===== config.mk =====
export PLATFORM = sky130hd
export DESIGN_NAME = alu_seq_ctrl
export DESIGN_NICKNAME = d
export VERILOG_FILES = /design/src/rtl/alu_seq_ctrl.sv
export SDC_FILE = /design/constraint.sdc
export NUM_CORES = 1
export LEC_CHECK = 0
export BUFFER_PORTS_ARGS = -buffer_cell sky130_fd_sc_hd__buf_4
export CAP_MARGIN = 30
export CORE_ASPECT_RATIO = 1.75
export CORE_MARGIN = 4
export CORE_UTILIZATION = 54
export CTS_CLUSTER_SIZE = 20
export DETAILED_ROUTE_END_ITERATION = 8
export PLACE_DENSITY = 0.73
export SLEW_MARGIN = 20
export SYNTH_ARGS = -nofsm -noshare
export SYNTH_HDL_FRONTEND = slang
export SYNTH_SLANG_ARGS = --single-unit

===== constraint.sdc =====
create_clock -name clk -period 8.9 [get_ports clk]
set_clock_uncertainty 0.15 [all_clocks]
set_input_delay 0.445 -clock clk [delete_from_list [all_inputs] [get_ports clk]]
set_output_delay 0.445 -clock clk [all_outputs]
set_load 0.01 [all_outputs]

===== src/rtl/alu_seq_ctrl.sv =====
// Multi-cycle integer ALU sequencer: single-cycle add/sub, iterative shift-add mul, restoring div.
// Optional macro ALU_SEQ_EARLY_EXIT_EN: mul finishes as soon as the remaining multiplier bits are zero.
module alu_seq_ctrl #(
    parameter int unsigned WIDTH = 32,
    parameter int unsigned CNT_W = 6    // 2**CNT_W must exceed WIDTH
) (
    input  logic             clk,
    input  logic             reset,
    input  logic             start,
    input  logic [3:0]       op,
    input  logic [WIDTH-1:0] a,
    input  logic [WIDTH-1:0] b,
    output logic             busy,
    output logic             done,
    output logic [WIDTH-1:0] result,
    output logic [WIDTH-1:0] result_hi,
    output logic             carry_out,
    output logic             div_zero
);

    localparam int unsigned ACC_W = 2 * WIDTH;
    localparam logic [3:0] OP_SUB = 4'd1;
    localparam logic [3:0] OP_MUL = 4'd2;
    localparam logic [3:0] OP_DIV = 4'd3;
    localparam logic [CNT_W-1:0] LAST_CNT = CNT_W'(WIDTH - 1);

    typedef enum logic [1:0] {
        IDLE,
        SINGLE,
        ITER,
        FINISH
    } state_t;

    state_t           state;
    logic [3:0]       op_r;
    logic [WIDTH-1:0] a_r;
    logic [WIDTH-1:0] b_r;
    logic [CNT_W-1:0] cnt;
    logic [ACC_W-1:0] acc;
    logic [WIDTH-1:0] mplier;
    logic [WIDTH-1:0] rem;
    logic [WIDTH-1:0] quo;

    logic [WIDTH:0]   mul_sum;
    logic [ACC_W-1:0] acc_step;
    logic [WIDTH-1:0] mplier_step;
    logic [WIDTH:0]   rem_shift;
    logic [WIDTH:0]   trial;
    logic [WIDTH-1:0] rem_step;
    logic [WIDTH-1:0] quo_step;
    logic [WIDTH:0]   add_full;
    logic [WIDTH:0]   sub_full;

    // One iteration of each engine plus the single-cycle datapath
    always_comb begin
        mul_sum     = {1'b0, acc[ACC_W-1:WIDTH]} + (mplier[0] ? {1'b0, a_r} : (WIDTH+1)'(0));
        acc_step    = {mul_sum, acc[WIDTH-1:1]};
        mplier_step = mplier >> 1;
        rem_shift   = {rem, quo[WIDTH-1]};
        trial       = rem_shift - {1'b0, b_r};
        if (!trial[WIDTH]) begin
            rem_step = trial[WIDTH-1:0];
            quo_step = {quo[WIDTH-2:0], 1'b1};
        end else begin
            rem_step = rem_shift[WIDTH-1:0];
            quo_step = {quo[WIDTH-2:0], 1'b0};
        end
        add_full = {1'b0, a_r} + {1'b0, b_r};
        sub_full = {1'b0, a_r} - {1'b0, b_r};
    end

    always_ff @(posedge clk) begin
        if (reset) begin
            state     <= IDLE;
            busy      <= 1'b0;
            done      <= 1'b0;
            result    <= '0;
            result_hi <= '0;
            carry_out <= 1'b0;
            div_zero  <= 1'b0;
            op_r      <= '0;
            a_r       <= '0;
            b_r       <= '0;
            cnt       <= '0;
            acc       <= '0;
            mplier    <= '0;
            rem       <= '0;
            quo       <= '0;
        end else begin
            done <= 1'b0;
            case (state)
                // busy is still high on the done cycle, so a start there is dropped
                IDLE: begin
                    if (start && !busy) begin
                        busy   <= 1'b1;
                        op_r   <= op;
                        a_r    <= a;
                        b_r    <= b;
                        cnt    <= '0;
                        acc    <= '0;
                        mplier <= b;
                        rem    <= '0;
                        quo    <= a;
                        if (op == OP_MUL || (op == OP_DIV && b != '0)) begin
                            state <= ITER;
                        end else begin
                            state <= SINGLE;
                        end
                    end else begin
                        busy <= 1'b0;
                    end
                end
                SINGLE: begin
                    done  <= 1'b1;
                    state <= IDLE;
                    case (op_r)
                        OP_SUB: begin
                            result    <= sub_full[WIDTH-1:0];
                            result_hi <= '0;
                            carry_out <= sub_full[WIDTH];
                            div_zero  <= 1'b0;
                        end
                        OP_DIV: begin
                            result    <= '1;
                            result_hi <= a_r;
                            carry_out <= 1'b0;
                            div_zero  <= 1'b1;
                        end
                        default: begin
                            result    <= add_full[WIDTH-1:0];
                            result_hi <= '0;
                            carry_out <= add_full[WIDTH];
                            div_zero  <= 1'b0;
                        end
                    endcase
                end
                ITER: begin
                    cnt <= cnt + CNT_W'(1);
                    if (cnt == LAST_CNT) begin
                        state <= FINISH;
                    end
                    if (op_r == OP_MUL) begin
                        acc    <= acc_step;
                        mplier <= mplier_step;
`ifdef ALU_SEQ_EARLY_EXIT_EN
                        // Nothing left to add: apply the remaining shifts at once
                        if (mplier_step == '0) begin
                            acc   <= acc_step >> (LAST_CNT - cnt);
                            state <= FINISH;
                        end
`endif
                    end else begin
                        rem <= rem_step;
                        quo <= quo_step;
                    end
                end
                FINISH: begin
                    done      <= 1'b1;
                    state     <= IDLE;
                    carry_out <= 1'b0;
                    div_zero  <= 1'b0;
                    if (op_r == OP_MUL) begin
                        result    <= acc[WIDTH-1:0];
                        result_hi <= acc[ACC_W-1:WIDTH];
                    end else begin
                        result    <= quo;
                        result_hi <= rem;
                    end
                end
                default: state <= IDLE;
            endcase
        end
    end

endmodule


==> metrics <==
largest cells by area after synthesis dfxtp_1 (32%), nand2_1 (11%), ha_1 (8.5%), a21oi_1 (8.1%), nor2_1 (4.3%); io pins ~140; Vias around 20000; gr ovfl total 0; vias in the first global route roughly 19000; type of the worst min-delay path input pin to flop; die width roughly 150 um; R2R depth 15; Crit path required time about 9.2 ns; post-synthesis sequential area ratio 0.3172; # Post-CTS Setup Buffers 0; CTS Buffer Depth 3; Worst Tran Pin Value ~0.99 ns; outcome finished clean; WP buf/inv 1; Ys Warns 0; CORE AREA about 0.035 mm2; maximum VDD drop between 0.2 and 0.25 mV; Final Max Slew Viols 0; Net count, final approximately 2900; CTS root buf clkbuf_16; worst-path maximum fanout 33; endpoints failing setup 0; first-pass GRT wire length between 100000 and 150000 um; final hold viol count 0; Synth area leader dfxtp_1; worst skew pair latency 0.59 ns; DRC violations left 0; Hold Path Stages 3; CP Capture Type flop; CP startpoint kind flop; final hold slack 0.01627 ns; Port Buffer Count 138; hold buffer count at cts 58; FMAX around 0.23 GHz; RR Endpoint acc[63]; initial DRC count 1312; TritonRoute pass-1 iters 6; H-Tree Depth 1; fillcell total approximately 3200; pin count of the biggest net entering global routing 97; ANT nets after route 0; mapped cell area between 0.015 and 0.02 mm2; count leader, synth nand2_1; n_diodes 0; Final Critical Period between 4 and 5 ns; WS Path Type flop to flop; count of cell types in the netlist ~80; max_slew headroom 0.3373; Max-Cap Viols 0; GPL Wtd Cong 0.9953; fin crit share 0.4976; Setup crit end acc[63]; Num CTS Buffers 30; die area 0.03873 mm2; via density per instance a little over 6; Routed WL 64790 um; CP arrival about 4.7 ns; std cell rows 91; Most Frequent Cell on Critical Path o21ai_1; setup TNS 0 ns; Reg2Reg Setup Slack between 4 and 5 ns; cell area power density between 150 and 200 mW/mm2; Post-CTS Resized 0; Crit path largest cell delay roughly 0.9 ns; WL per Instance just over 20 um; area share of the largest cell type after synthesis 0.3172; synth cell count leaders nand2_1 (549), a21oi_1 (311), dfxtp_1 (304), nor2_1 (219), clkbuf_1 (150); initial antenna violation count 1; Slowest-stage cell, CP dfxtp_1; cell count after synthesis about 2600; P&R area growth vs syn 15.14%; layout cells sized above 1 0.09181; Initial Utilization 0.5453; crit path cell chain and2_1 -> ha_1 -> inv_1 -> fa_1 -> nor2b_1 -> o21a_1 -> o21ai_1 -> a21oi_1 -> a311o_1 -> a41o_1 -> nand2_1 -> o21ai_1 -> a31oi_1 -> nand2b_1 -> a2111oi_1; ys flop type dfxtp_1; HPWL Detailed ~47000 um; Worst setup startpoint mplier[0]; WP depth 15; CTS tree yes; synthesis-stage register bit count approximately 300; P_leak ~0.0093 uW; clk slew on worst S/H paths ~0.070 ns; Die H roughly 260 um; Post-synth EDFFs 0; Sink Count ~300; syn_area_per_cell 7.339 um2; cell family with most CP delay compound AO/OA/AOI/OAI gates; Synth async-reset ratio 0; Tot GR Track Use 0.3265; origin of the critical flop-to-flop path mplier[0]; Post-Synthesis Net Count 2819; RSZ-0062 raised after global routing no
==> power by group <==
part           leakage, uW  total (uW)  switching (uW)  internal [uW]
Clock             0.000520        1380             591            793
Combinational      0.00631         846             526            321
Sequential         0.00248        1510            76.3           1430
Total              0.00931        3740            1190           2540
==> cells in the final DEF, fill, tap and decap left out, types with 17 or more instances in the layout <==
cell,count
dfxtp_1,302
nand3_1,73
a311oi_1,64
o21a_1,17
nor3_1,55
a221oi_1,29
o21ai_1,45
ha_1,130
a21o_1,45
and3_1,25
a31oi_1,20
nand2_1,547
nor2_1,217
a211oi_1,21
clkbuf_16,31
xnor2_1,64
o21ai_0,59
o21bai_1,26
a21oi_1,311
inv_1,84
dlygate4sd3_1,58
xor2_1,34
nand2b_1,26
buf_4,163
and2_1,37
==> worst min path at each step <==
stage                       from      end  slack [ns]
after global placement    acc[0]   acc[0]        0.29
after global routing       a[21]  a_r[21]        0.02
final                       b[1]   b_r[1]        0.02
after CTS                   b[1]   b_r[1]       0.002
after floorplan           acc[0]   acc[0]        0.28
after detailed placement  acc[0]   acc[0]        0.31
==> registers in the layout (all words and copies together), names as in the netlist, 6 cells and up <==
register	flops
rem	32
a_r	32
result_hi	32
quo	32
result	32
b_r	32
cnt	6
mplier	32
acc	64
==> layer usage <==
| layer | routed length [um] | up-vias | track usage | share of wire |
|---|---|---|---|---|
| met5 | 13 | - | 0 | 0.00020 |
| met4 | 2927 | 2 | 0.1313 | 0.045 |
| met3 | 4033 | 178 | 0.03118 | 0.062 |
| met2 | 31550 | 793 | 0.5607 | 0.49 |
| met1 | 26260 | 9226 | 0.4168 | 0.41 |
| li1 | - | 9356 | - | - |
==> cell type report <==
class                           instances  area, um2  area share
Sequential cell                       304       6088      0.2756
Clock buffer                           39      845.8     0.03829
Multi-Input combinational cell       2050      12160      0.5506
Timing Repair Buffer                  227       1868     0.08457
Tap cell                              465      581.8     0.02634
Inverter                               87      326.6     0.01478
Clock inverter                         16      215.2    0.009743
==> through the flow <==
| stage | util | std cells | power [uW] | cell area, um2 | worst slack (ns) |
|---|---|---|---|---|---|
| final | 0.6278 | 3188 | 3737 | 22090 | 4.471 |
| after floorplan | - | 2614 | 2081 | 19180 | 5.488 |
| after global placement | 0.5798 | 3070 | 2328 | 20400 | 4.643 |
| after detailed placement | 0.5810 | 3074 | 2340 | 20440 | 4.537 |
| after global routing | 0.6278 | 3188 | 3887 | 22090 | 4.143 |
| after CTS | 0.6277 | 3187 | 3733 | 22080 | 4.508 |
==> worst min-delay path: stages <==
cell,delay (ns)
buf_4,0.13
nand2_1,0.06
a21oi_1,0.05
==> cell families (layout without fill, tap and decap cells) <==
family | count (synthesis) | after routing | synth area share
AND/OR/NAND/NOR | 1054 | 1054 | 0.2372
AO/OA/AOI/OAI | 752 | 752 | 0.2535
XOR/XNOR | 99 | 99 | 0.04559
adder cells (fa/ha/maj) | 134 | 134 | 0.08896
multiplexers | 11 | 11 | 0.005739
flip-flops | 304 | 304 | 0.3172
buffers and inverters | 260 | 369 | 0.05178
Power figures use the tool's default switching activity.
